<file path="config.mk">
export PLATFORM = sky130hd
export DESIGN_NAME = battle_turn_controller_flat
export DESIGN_NICKNAME = d
export VERILOG_FILES = /design/src/rtl/battle_turn_controller_pkg.sv /design/src/rtl/battle_turn_controller_if.sv /design/src/rtl/battle_turn_controller_phase_watchdog.sv /design/src/rtl/battle_turn_controller.sv /design/src/flat_wrapper.sv
export SDC_FILE = /design/constraint.sdc
export NUM_CORES = 1
export LEC_CHECK = 0
export CORE_MARGIN = 5
export CORE_UTILIZATION = 40
export DETAILED_ROUTE_END_ITERATION = 8
export GPL_TIMING_DRIVEN = 0
export PLACE_DENSITY = 0.74
export SLEW_MARGIN = 15
export SYNTH_ARGS = -nofsm -noshare
export SYNTH_HDL_FRONTEND = slang
export SYNTH_HIERARCHICAL = 1
export SYNTH_SLANG_ARGS = --single-unit
</file>
<file path="constraint.sdc">
create_clock -name clock -period 4.4 [get_ports clock]
set_input_delay 0.88 -clock clock [delete_from_list [all_inputs] [get_ports clock]]
set_output_delay 0.88 -clock clock [all_outputs]
set_load 0.005 [all_outputs]
</file>
<file path="src/rtl/battle_turn_controller_pkg.sv">
// Shared constants for the battle turn sequencer: state encoding, move codes
// and the legal-move check used at request acceptance.
package battle_turn_controller_pkg;

   typedef logic [3:0] state_t;

   localparam state_t S_IDLE      = 4'd0;
   localparam state_t S_LOAD      = 4'd1;
   localparam state_t S_CALC      = 4'd2;
   localparam state_t S_WRITE     = 4'd3;
   localparam state_t S_DECREMENT = 4'd4;
   localparam state_t S_DRAW      = 4'd5;
   localparam state_t S_CHECK     = 4'd6;
   localparam state_t S_COOL      = 4'd7;
   localparam state_t S_OVER      = 4'd8;

   localparam logic [2:0] MOVE_QA = 3'b001;
   localparam logic [2:0] MOVE_TB = 3'b010;
   localparam logic [2:0] MOVE_VT = 3'b100;

   function automatic logic move_is_legal(input logic [2:0] sel);
      return (sel == MOVE_QA) || (sel == MOVE_TB) || (sel == MOVE_VT);
   endfunction

endpackage

</file>
<file path="src/rtl/battle_turn_controller_if.sv">
// Request and datapath-control bundle between the turn sequencer (master)
// and the move source / damage datapath (slave).
interface battle_turn_controller_if;

   // move_valid is a one-cycle strobe with no ready: it is consumed only in
   // IDLE with a legal one-hot move_sel, otherwise dropped. The done lines are
   // levels that stay high until the matching enable falls.
   logic [2:0] move_sel;
   logic       move_valid;
   logic       done_decrement;
   logic       done_damage;
   logic       game_over;
   logic [2:0] move_code;
   logic       enable_DMG_reg;
   logic       enable_DMG_calc;
   logic       enable_HP_calc;
   logic       enable_decrement_control;
   logic       enable_draw_decrease;

   modport master (
      input  move_sel, move_valid, done_decrement, done_damage, game_over,
      output move_code, enable_DMG_reg, enable_DMG_calc, enable_HP_calc,
             enable_decrement_control, enable_draw_decrease
   );

   modport slave (
      output move_sel, move_valid, done_decrement, done_damage, game_over,
      input  move_code, enable_DMG_reg, enable_DMG_calc, enable_HP_calc,
             enable_decrement_control, enable_draw_decrease
   );

endinterface

</file>
<file path="src/rtl/battle_turn_controller_phase_watchdog.sv">
// Per-phase watchdog: counts enabled cycles since the last clear and flags
// expiry while sitting on the last allowed cycle.
module battle_turn_controller_phase_watchdog #(
   parameter int TIMEOUT_CYCLES = 1024
) (
   input  logic clock,
   input  logic reset,
   input  logic clear,
   input  logic enable,
   output logic expired
);

   localparam int W = (TIMEOUT_CYCLES > 1) ? $clog2(TIMEOUT_CYCLES) : 1;
   localparam logic [W-1:0] LAST = W'(TIMEOUT_CYCLES - 1);

   logic [W-1:0] count;

   always_ff @(posedge clock) begin
      if (!reset || clear) begin
         count <= '0;
      end else if (enable && (count != LAST)) begin
         count <= count + 1'b1;
      end
   end

   assign expired = enable && (count == LAST);

endmodule

</file>
<file path="src/rtl/battle_turn_controller.sv">
// Turn sequencer: latches a move, steps the damage datapath enables in order,
// then closes the turn with a cooldown or locks into battle-over.
module battle_turn_controller
   import battle_turn_controller_pkg::*;
#(
   parameter int COOLDOWN_CYCLES = 8,
   parameter int TIMEOUT_CYCLES  = 1024,
   parameter int TURN_W          = 8
) (
   input  logic                  clock,
   input  logic                  reset,
   battle_turn_controller_if.master bus,
   output logic                  busy,
   output logic                  turn_done,
   output logic                  battle_over,
   output logic                  fault,
   output logic [TURN_W-1:0]     turn_count,
   output state_t                state_dbg
);

   localparam int CD_W = (COOLDOWN_CYCLES > 1) ? $clog2(COOLDOWN_CYCLES) : 1;
   localparam logic [CD_W-1:0] CD_LOAD = CD_W'(COOLDOWN_CYCLES - 1);

   state_t          state;
   state_t          state_nxt;
   logic [2:0]      move_code_q;
   logic [CD_W-1:0] cool_cnt;
   logic            wd_clear;
   logic            wd_enable;
   logic            wd_expired;
   logic            fault_set;

   // The watchdog restarts on entry to DECREMENT and again on entry to DRAW.
   assign wd_clear  = (state == S_WRITE) ||
                      ((state == S_DECREMENT) && bus.done_decrement);
   assign wd_enable = (state == S_DECREMENT) || (state == S_DRAW);

   battle_turn_controller_phase_watchdog #(
      .TIMEOUT_CYCLES (TIMEOUT_CYCLES)
   ) u_watchdog (
      .clock   (clock),
      .reset   (reset),
      .clear   (wd_clear),
      .enable  (wd_enable),
      .expired (wd_expired)
   );

   // A done seen on the expiry cycle wins, so fault needs the done to be low.
   assign fault_set = ((state == S_DECREMENT) && !bus.done_decrement && wd_expired) ||
                      ((state == S_DRAW) && !bus.done_damage && wd_expired);

   always_comb begin
      state_nxt = state;
      case (state)
         S_IDLE: begin
            if (bus.move_valid && move_is_legal(bus.move_sel) && !battle_over && !fault) begin
               state_nxt = S_LOAD;
            end
         end
         S_LOAD:  state_nxt = S_CALC;
         S_CALC:  state_nxt = S_WRITE;
         S_WRITE: state_nxt = S_DECREMENT;
         S_DECREMENT: begin
            if (bus.done_decrement) begin
               state_nxt = S_DRAW;
            end else if (wd_expired) begin
               state_nxt = S_IDLE;
            end
         end
         S_DRAW: begin
            if (bus.done_damage) begin
               state_nxt = S_CHECK;
            end else if (wd_expired) begin
               state_nxt = S_IDLE;
            end
         end
         S_CHECK: state_nxt = bus.game_over ? S_OVER : S_COOL;
         S_COOL: begin
            if (cool_cnt == '0) begin
               state_nxt = S_IDLE;
            end
         end
         S_OVER:  state_nxt = S_OVER;
         default: state_nxt = S_IDLE;
      endcase
   end

   always_ff @(posedge clock) begin
      if (!reset) begin
         state       <= S_IDLE;
         move_code_q <= '0;
         cool_cnt    <= '0;
         turn_done   <= 1'b0;
         battle_over <= 1'b0;
         fault       <= 1'b0;
         turn_count  <= '0;
      end else begin
         state     <= state_nxt;
         turn_done <= 1'b0;
         if ((state == S_IDLE) && (state_nxt == S_LOAD)) begin
            move_code_q <= bus.move_sel;
         end
         if (fault_set) begin
            fault <= 1'b1;
         end
         if (state == S_CHECK) begin
            cool_cnt <= CD_LOAD;
            if (bus.game_over) begin
               battle_over <= 1'b1;
            end else begin
               turn_done <= 1'b1;
               if (turn_count != {TURN_W{1'b1}}) begin
                  turn_count <= turn_count + 1'b1;
               end
            end
         end else if ((state == S_COOL) && (cool_cnt != '0)) begin
            cool_cnt <= cool_cnt - 1'b1;
         end
      end
   end

   always_comb begin
      bus.enable_DMG_reg           = 1'b0;
      bus.enable_DMG_calc          = 1'b0;
      bus.enable_HP_calc           = 1'b0;
      bus.enable_decrement_control = 1'b0;
      bus.enable_draw_decrease     = 1'b0;
      case (state)
         S_LOAD:      bus.enable_DMG_reg           = 1'b1;
         S_CALC:      bus.enable_DMG_calc          = 1'b1;
         S_WRITE:     bus.enable_HP_calc           = 1'b1;
         S_DECREMENT: bus.enable_decrement_control = 1'b1;
         S_DRAW:      bus.enable_draw_decrease     = 1'b1;
         default:     ;
      endcase
   end

   assign bus.move_code = move_code_q;
   assign busy          = (state != S_IDLE);
   assign state_dbg     = state;

endmodule

</file>
<file path="src/flat_wrapper.sv">
// flat-port wrapper written by rule: the top's interface ports become plain ports
module battle_turn_controller_flat import battle_turn_controller_pkg::*;
#(
   parameter int COOLDOWN_CYCLES = 8,
   parameter int TIMEOUT_CYCLES  = 1024,
   parameter int TURN_W          = 8
)
  (clock, reset, busy, turn_done, battle_over, fault, turn_count, state_dbg, bus_move_sel, bus_move_valid, bus_done_decrement, bus_done_damage, bus_game_over, bus_move_code, bus_enable_DMG_reg, bus_enable_DMG_calc, bus_enable_HP_calc, bus_enable_decrement_control, bus_enable_draw_decrease);
  battle_turn_controller_if bus_i ();
  input  logic clock;
  input  logic reset;
  output logic busy;
  output logic turn_done;
  output logic battle_over;
  output logic fault;
  output logic [TURN_W-1:0] turn_count;
  output state_t state_dbg;
  input wire logic [$bits(bus_i.move_sel)-1:0] bus_move_sel;
  input wire logic [$bits(bus_i.move_valid)-1:0] bus_move_valid;
  input wire logic [$bits(bus_i.done_decrement)-1:0] bus_done_decrement;
  input wire logic [$bits(bus_i.done_damage)-1:0] bus_done_damage;
  input wire logic [$bits(bus_i.game_over)-1:0] bus_game_over;
  output wire logic [$bits(bus_i.move_code)-1:0] bus_move_code;
  output wire logic [$bits(bus_i.enable_DMG_reg)-1:0] bus_enable_DMG_reg;
  output wire logic [$bits(bus_i.enable_DMG_calc)-1:0] bus_enable_DMG_calc;
  output wire logic [$bits(bus_i.enable_HP_calc)-1:0] bus_enable_HP_calc;
  output wire logic [$bits(bus_i.enable_decrement_control)-1:0] bus_enable_decrement_control;
  output wire logic [$bits(bus_i.enable_draw_decrease)-1:0] bus_enable_draw_decrease;
  assign bus_i.move_sel = bus_move_sel;
  assign bus_i.move_valid = bus_move_valid;
  assign bus_i.done_decrement = bus_done_decrement;
  assign bus_i.done_damage = bus_done_damage;
  assign bus_i.game_over = bus_game_over;
  assign bus_move_code = bus_i.move_code;
  assign bus_enable_DMG_reg = bus_i.enable_DMG_reg;
  assign bus_enable_DMG_calc = bus_i.enable_DMG_calc;
  assign bus_enable_HP_calc = bus_i.enable_HP_calc;
  assign bus_enable_decrement_control = bus_i.enable_decrement_control;
  assign bus_enable_draw_decrease = bus_i.enable_draw_decrease;
  battle_turn_controller #(.COOLDOWN_CYCLES(COOLDOWN_CYCLES), .TIMEOUT_CYCLES(TIMEOUT_CYCLES), .TURN_W(TURN_W)) u_core (.clock(clock), .reset(reset), .bus(bus_i), .busy(busy), .turn_done(turn_done), .battle_over(battle_over), .fault(fault), .turn_count(turn_count), .state_dbg(state_dbg));
endmodule
</file>
# Word level (Yosys, flattened, before mapping)
# Cells that the tools add are included.
[op_classes] add_sub_neg=3 n_mul=0 div=0 n_lt_le_gt_ge=0 eq_ne=15 shift=0 mux=15 bitwise_logic=1 reduce_logical=31
[op_table] cell="one-hot mux 4 bit (9 select lines)" n=1
[op_table] cell="2-to-1 mux 4 bit" n=6
[op_table] cell="equality test 4 x 3 -> 1 bit (second input constant)" n=4
[op_table] cell="logical AND 1 bit" n=12
[op_table] cell="adder 10 x 1 -> 10 bit (second input constant)" n=1
[op_table] cell="equality test 10 bit (second input constant)" n=1
[op_table] cell="!= test 10 bit (second input constant)" n=1
[op_table] cell="adder 8 x 1 -> 8 bit (second input constant)" n=1
[op_table] cell="equality test 4 x 1 -> 1 bit (second input constant)" n=2
[op_table] cell="equality test 4 x 2 -> 1 bit (second input constant)" n=2
[op_table] cell="!= test 8 bit (second input constant)" n=1
[op_table] cell="logical OR 1 bit" n=6
[op_table] cell="2-to-1 mux 1 bit" n=6
[op_table] cell="2-to-1 mux 3 bit" n=2
[op_table] cell="zero test 1 bit" n=5
[op_table] cell="equality test 4 bit (second input constant)" n=1
[op_table] cell="zero test 4 bit" n=1
[op_table] cell="AND reduction 2 bit" n=2
[op_table] cell="nonzero test 4 bit" n=1
[op_table] cell="equality test 3 x 1 -> 1 bit (second input constant)" n=1
[op_table] cell="equality test 3 x 2 -> 1 bit (second input constant)" n=1
[op_table] cell="equality test 3 bit (second input constant)" n=1
[op_table] cell="zero test 3 bit" n=1
[op_table] cell="AND reduction 3 bit" n=1
[op_table] cell="other kinds (4)" n=4
[word_totals] reg_bits=31 latchBits=0 ramBits=0 rom_bits=0 output_inout_bits=24 word_cells=73 memories=0

# Depth between registers and ports, before layout
# Gate-level depths: netlist (run 1).
[depth] ltp_word=10 depth_mapped=8

# Modules after synthesis
# The synthesis (run 1) kept the hierarchy.
[by_module_without_submodules] mod="battle_turn_controller" instances=1 cells_each=138 area_per_inst_um2=1133.6 seq_area_each_um2=420.4
[by_module_without_submodules] mod="battle_turn_controller_phase_watchdog" instances=1 cells_each=69 area_per_inst_um2=581.8 seq_area_each_um2=200.2

# Least setup slack after synthesis (run 1)
# Ideal clock, no wire load.
[synth_path] path_type="flip-flop to flip-flop" start="reg u_core.state[3], in the netlist u_core/state_dbg[3]" end="reg u_core.u_watchdog.count[9]" setup_ns=0.116 arrival_time_ns=1.860 path_slack_ns=2.424 path_stages_with_launch=7 path_buffers=1 period_less_slack_ns=1.976 path_cell_list="dfxtp_1 > buf_2 > nand2b_1 > nor2_1 > nand4_1 > or4_1 > o211a_1"
[synth_between] word_cells_on_any_way=8 classes_between="eq/ne (3); reduce/logical (5)"
[synth_rtl] element="from (decl)" line="battle_turn_controller.sv:24" source="state_t state;"
[synth_rtl] element="from (signal assigned)" line="battle_turn_controller.sv:98" source="state <= state_nxt;"
[synth_rtl] element="equality test 4 x 3 -> 1 bit" line="battle_turn_controller.sv:36" source="assign wd_enable = (state == S_DECREMENT) || (state == S_DRAW);"
[synth_rtl] element="logical OR 1 bit *" line="battle_turn_controller.sv:36"
[synth_rtl] element="net u_core.wd_enable" line="battle_turn_controller.sv:29" source="logic wd_enable;"
[synth_rtl] element="logical AND 1 bit *" line="battle_turn_controller_phase_watchdog.sv:21" source="end else if (enable && (count != LAST)) begin"
[synth_rtl] element="to (signal assigned)" line="battle_turn_controller_phase_watchdog.sv:22" source="count <= count + 1'b1;"
[synth_rtl] element="to (decl)" line="battle_turn_controller_phase_watchdog.sv:16" source="logic [W-1:0] count;"
# Mark *: on every way through the listed nets, which the timed path passes. The rest lies on a longest branch.
# A chain may end at the register's enable or synchronous reset.

# Worst setup path after layout (run 1)
[layout_path] start="reg u_core.state[1], in the netlist u_core/state_dbg[1]" end="out busy"
[layout_between] elab_chain_len=1
[layout_lines] element="nonzero test 4 bit" line="battle_turn_controller.sv:139" source="assign busy = (state != S_IDLE);"
[layout_lines] element="to (decl)" line="flat_wrapper.sv:12" source="output logic busy;"
# No other way between the ends.

==> results_dict.tcl, run 1 <==
set metrics [dict create \
    start_kind "flip-flop" \
    ctsHoldBuffers 0 \
    via_per_inst 5.49 \
    setup-tns-final_ps 0 \
    wl_per_cell_um 13.4 \
    final_antenna_net_count 0 \
    dp_cells 289 \
    total_power_mw 0.654 \
    rows 23 \
    grtUsageTotal 0.145 \
    setup_violations 0 \
    synthFlopType "dfxtp_1" \
    nets 259 \
    final_common_cell "clkdlybuf4s50_1" \
    core_um2 4090 \
    worst_slack_ps 1540 \
    fin_crit_sh 0.651 \
    antenna_found_initial 0 \
    clock-root-buffer "clkbuf_8" \
    syn2layout_area_growth_pct 29.2 \
    outcome "finished clean" \
    rsz0062_at_grt "no" \
    holdWs_ps 480 \
    power_density_nw_per_um2 295 \
    fmaxAchievable_mhz 349 \
    route.detailed.drc 0 \
    crit_chain "clkbuf_1 -> nor4_1 -> inv_1 -> clkdlybuf4s50_1" \
    cts_num_sinks 31 \
    max_stage_delay_ps 580 \
    dr.pass1.iters 4 \
    cp_max_fo 10 \
    postCtsSetupRepairBufs 0 \
    dp_hpwl_mm 2.89 \
    cts.repair.resized 0 \
    grt_max_degree 11 \
    place.gp.congestion 0.778 \
    crit_type "reg2out" \
    grt-ovfl-total 0 \
    tightest_slew_ps 591 \
    fp.dieH_um 75.5 \
    drtIter0Drc 120 \
    post-route-util 0.542 \
    clock_latency_ps 280 \
    ys_seq_area_frac 0.362 \
    antennaDiodeCount 0 \
    grt_pass1_wl_mm 6.37 \
    synth.distinct_cells 45 \
    critPathArrivalTime_ps 1980 \
    final_area_um2 2220 \
    synthArstFlopShare 0 \
    drv_cap 0 \
    die_area_um2 5700 \
    crit_family "buffers and inverters" \
    max-clock-path-buffers 2 \
    slowest_stage "nor4_1" \
    place_area_um2 2100 \
    dp_slack_ps 1830 \
    start_util 0.420 \
    worst_setup_path_end_kind "output port" \
    hold_class "reg2reg" \
    portBuffers 32 \
    slew_viol_final 0 \
    multi_input_comb_area_um2 976 \
    min_period_ps 2860 \
    fin_cells 297 \
    syn-cell-area_um2 1720 \
    vdd_ir_drop_max_mv 0.225 \
    wirelength_mm 3.97 \
    cp.required_ps 3520 \
    die_x_um 75.5 \
    hold_viol 0 \
    netlist_instances 207 \
    avgSynthCellArea_um2 8.29 \
    final_cell_mix "clkdlybuf4s50_1 (32), dfxtp_1 (31), nand2_1 (27)" \
    clk_pin_slew_ps 70 \
    via_count 1632 \
    synth_warnings 6 \
    grt_pass1_vias 1379 \
    p_leak_nw 0.806 \
    cts_buffers 5 \
    regArea_um2 621 \
    h-tree-depth 2 \
    fin_skew_ps 8.26 \
    critical_path_buf_inv_count 3 \
    drive_gt1_frac 0.0850 \
    fill_cells 389 \
    synth_seq_cells 31 \
    ios 33 \
    cts_tree "done" \
    synth-edff-count 0 \
    syn_nets 220 \
    relSlewSlack 0.602 \
]
-- layer usage --
layer,vias up,part of all wire,wire [um],global-route usage
li1,836,-,-,-
met1,741,0.50,1990,0.213
met2,53,0.42,1670,0.201
met3,2,0.069,273,0.0449
met4,0,0.0091,36,0.0485
met5,-,0,0,0
-- where the power goes --
group	internal, mW	leakage, nW	total (mW)	switching, mW
clock	0.183	0.0612	0.287	0.104
sequential	0.286	0.250	0.290	0.00364
combinational	0.0381	0.495	0.0768	0.0387
total	0.507	0.806	0.654	0.147
-- Yosys cell counts, types with 5 or more instances --
library cell  instances  area [um^2]
buf_2                 5         25.0
dfxtp_1              31          621
inv_1                11         41.3
nor2_1                9         33.8
nand2_1              27          101
clkbuf_1              5         18.8
nand3_1               9         45.0
o21ai_0               8         40.0
or4_1                 5         37.5
a21oi_1              12         60.1
a31oi_1               6         37.5
mux2i_1               8         80.1
o31ai_1               5         37.5
nand2b_1              8         50.1
nor3_1                5         25.0
-- cell families (layout without fill, tap and decap cells) --
| family | after synthesis | in the layout | share of synthesized area |
|---|---|---|---|
| AND/OR/NAND/NOR | 90 | 90 | 0.295 |
| AO/OA/AOI/OAI | 48 | 48 | 0.188 |
| flip-flops | 31 | 31 | 0.362 |
| buffers and inverters | 24 | 64 | 0.0693 |
| multiplexers | 8 | 8 | 0.0467 |
| adder cells (fa/ha/maj) | 4 | 4 | 0.0292 |
| XOR/XNOR | 2 | 2 | 0.0102 |
-- registers in the layout, summed over array words and instances, names as in the netlist --
name,cells
u_core/fault,1
u_core/turn_count,8
u_core/battle_over,1
u_core/turn_done,1
u_core/cool_cnt,3
u_core/state_dbg,4
u_core/u_watchdog/count,10
u_core/bus.move_code,3
-- worst paths after layout --
path	startpoint	to	slack, ps	cells past startpoint
min	u_core/bus.move_code[0]$_SDFFE_PN0P_	u_core/bus.move_code[0]$_SDFFE_PN0P_	480	2
max	u_core/state_dbg[1]$_SDFF_PN0_	busy	1540	4
max reg2reg	u_core/state_dbg[2]$_SDFF_PN0_	u_core/u_watchdog/count[9]$_SDFFE_PP0P_	2130	6
min reg2reg	u_core/bus.move_code[0]$_SDFFE_PN0P_	u_core/bus.move_code[0]$_SDFFE_PN0P_	480	2
-- worst register-to-register path: stages (launching register included) --
cell and delay [ps]:
dfxtp_1 350, buf_2 220, nand2b_1 180, nor2_1 420, nand4_1 310, or4_1 480
o211a_1 220
-- layout make-up --
class / instances / area share
tap: 50 / 0.0282
clock inverter: 2 / 0.0158
timing repair buffer: 32 / 0.145
clock buffer: 6 / 0.0373
sequential: 31 / 0.280
buffer: 13 / 0.0350
multi-input combinational: 152 / 0.440
inverter: 11 / 0.0186
Power figures use the tool's default switching activity.
==> run 2: changes to the inputs <==
PLACE_DENSITY = 0.77   (was 0.74)
clock period = 2.5 ns   (was 4.4 ns; I/O delays follow)
==> run 2 against run 1 <==
Count of clock-buffer cells in the layout up 2. Sequential share of layout area up 0.11 points. Sequential cell count unchanged. Combinational power up 81%. Die area unchanged. Sequential power up 76%. Register-to-register slack worse by 1800 ps. Total power up 65%. Core utilization down 0.21 points. Clock power up 50%. Largest power group unchanged. Highest routed layer unchanged.
==> results_dict.tcl, run 2 (synthesis results as in run 1) <==
set metrics [dict create \
    outcome "finished clean" \
    met3_length_um 225 \
    clock_latency_ps 280 \
    wl_per_cell_um 13.4 \
    critPathArrivalTime_ps 1870 \
    grt_pass1_wl_mm 6.62 \
    relSlewSlack 0.608 \
    setup-tns-final_ps 0 \
    nets 259 \
    drv_cap 0 \
    antennaDiodeCount 0 \
    min_period_ps 2370 \
    core_um2 4090 \
    dr.pass1.iters 4 \
    grt_max_degree 11 \
    slowest_stage "nor4_2" \
    crit_type "reg2out" \
    clk_pin_slew_ps 60 \
    crit_chain "clkbuf_1 -> nor4_2 -> inv_1 -> clkdlybuf4s50_1" \
    start_kind "flip-flop" \
    rows 23 \
    highest_layer "met4" \
    route.detailed.drc 0 \
    crit_family "buffers and inverters" \
    setup_violations 0 \
    wirelength_mm 3.97 \
    rsz0062_at_grt "no" \
    drive_gt1_frac 0.0891 \
    place.gp.congestion 0.815 \
    min_from "u_core/bus.move_code[0]$_SDFFE_PN0P_" \
    regMostFlops "u_core/u_watchdog/count" \
    cts_buffers 5 \
    ios 33 \
    cts_num_sinks 31 \
    final_common_cell "clkdlybuf4s50_1" \
    hold_class "reg2reg" \
    fin_crit_sh 0.946 \
    reg2regPathDepth 6 \
    p_leak_nw 0.798 \
    power_density_nw_per_um2 489 \
    rr_endpoint "u_core/u_watchdog/count[9]$_SDFFE_PP0P_" \
    final_antenna_net_count 0 \
    dp_hpwl_mm 2.96 \
    fin_skew_ps 5.50 \
    start_util 0.420 \
    slew_viol_final 0 \
    clock-root-buffer "clkbuf_8" \
    grtUsageTotal 0.152 \
    fp.dieH_um 75.5 \
    drtIter0Drc 53 \
    wl_met2_mm 1.71 \
    grt-ovfl-total 0 \
    max_stage_delay_ps 470 \
    portBuffers 32 \
    largest_register_ffs 10 \
    cp.required_ps 2000 \
    cp_max_fo 10 \
    fill_cells 415 \
    fmaxAchievable_mhz 423 \
    via_per_inst 5.40 \
    holdPathStages 2 \
    via_count 1605 \
    syn2layout_area_growth_pct 28.7 \
    worst_setup_path_end_kind "output port" \
    final_cell_mix "clkdlybuf4s50_1 (32), dfxtp_1 (31), nand2_1 (27)" \
    wl_met1_mm 1.96 \
    h-tree-depth 2 \
    total_power_mw 1.08 \
    min_to "u_core/bus.move_code[0]$_SDFFE_PN0P_" \
    antenna_found_initial 0 \
    hold_viol 0 \
    cts_tree "done" \
    tightest_slew_ps 588 \
    die_x_um 75.5 \
    vdd_ir_drop_max_mv 0.267 \
    critical_path_buf_inv_count 3 \
    r2r_setup_slack_ps 330 \
    grt_pass1_vias 1468 \
    max-clock-path-buffers 2 \
    r2r-start "u_core/state_dbg[3]$_SDFF_PN0_" \
    die_area_um2 5700 \
]
## run 2: cell count changes in the layout (fill, tap and decap cells not counted)
cell | previous run | this run
nor4_2 | 0 | 1
clkinv_2 | 1 | 0
nor2_1 | 9 | 8
nor2_2 | 0 | 1
clkbuf_1 | 5 | 6
nor4_1 | 4 | 3
bufinv_16 | 1 | 0
clkbuf_8 | 6 | 7
## run 2: how the worst max path moves through the flow
| stage | to | slack [ps] | depth (start not counted) | start |
|---|---|---|---|---|
| 3_3_place_gp | u_core/u_watchdog/count[9]$_SDFFE_PP0P_ | 260 | 6 | u_core/state_dbg[3]$_SDFF_PN0_ |
| 6_report | busy | 130 | 4 | u_core/state_dbg[1]$_SDFF_PN0_ |
| 2_1_floorplan | u_core/u_watchdog/count[9]$_SDFFE_PP0P_ | 520 | 6 | u_core/state_dbg[3]$_SDFF_PN0_ |
| 3_5_place_dp | u_core/u_watchdog/count[9]$_SDFFE_PP0P_ | 230 | 6 | u_core/state_dbg[3]$_SDFF_PN0_ |
| 5_1_grt | busy | 30 | 4 | u_core/state_dbg[1]$_SDFF_PN0_ |
| 4_1_cts | busy | 150 | 4 | u_core/state_dbg[1]$_SDFF_PN0_ |
## run 2: what timing repair did
action                                  4_1_cts  5_1_grt
pin swaps                                     0        0
hold buffers                                  0        0
endpoints found under the setup margin        1        1
gates resized for setup                       1        1
setup buffers                                 0        0
## run 2: cell type report
type | count | area, um^2 | share of cell area
inverter | 11 | 41.3 | 0.0187
buffer | 13 | 77.6 | 0.0351
timing repair buffer | 32 | 320 | 0.145
tap | 50 | 62.6 | 0.0283
sequential | 31 | 621 | 0.281
clock buffer | 8 | 100 | 0.0454
multi-input combinational | 152 | 985 | 0.446
## run 2: where the power goes
group | switching [mW] | internal, mW | leakage, nW
logic | 0.0701 | 0.0688 | 0.496
clock network | 0.180 | 0.251 | 0.0515
registers | 0.00631 | 0.503 | 0.250
total | 0.256 | 0.823 | 0.798
## run 2: metal layers
metal | up-vias | global-route usage
met3 | 7 | 0.0462
met4 | 0 | 0.0680
met5 | - | 0
li1 | 838 | -
met1 | 724 | 0.205
met2 | 36 | 0.223
## run 2: tightest hold or removal path, stage by stage (launching register included)
cell and delay, ps:
dfxtp_1 310, nand3_1 50, o21ai_0 60
## run 2: metrics by stage
stage / instances / instance area, um^2 / hold WS (ps) / worst slack, ps / util
after floorplan: 207 / 1720 / 452 / 524 / -
after global placement: 289 / 2100 / 457 / 261 / 0.513
after detailed placement: 289 / 2100 / 469 / 229 / 0.513
after CTS: 297 / 2200 / 478 / 148 / 0.539
after global routing: 297 / 2210 / 512 / 33.1 / 0.540
final: 297 / 2210 / 473 / 134 / 0.540
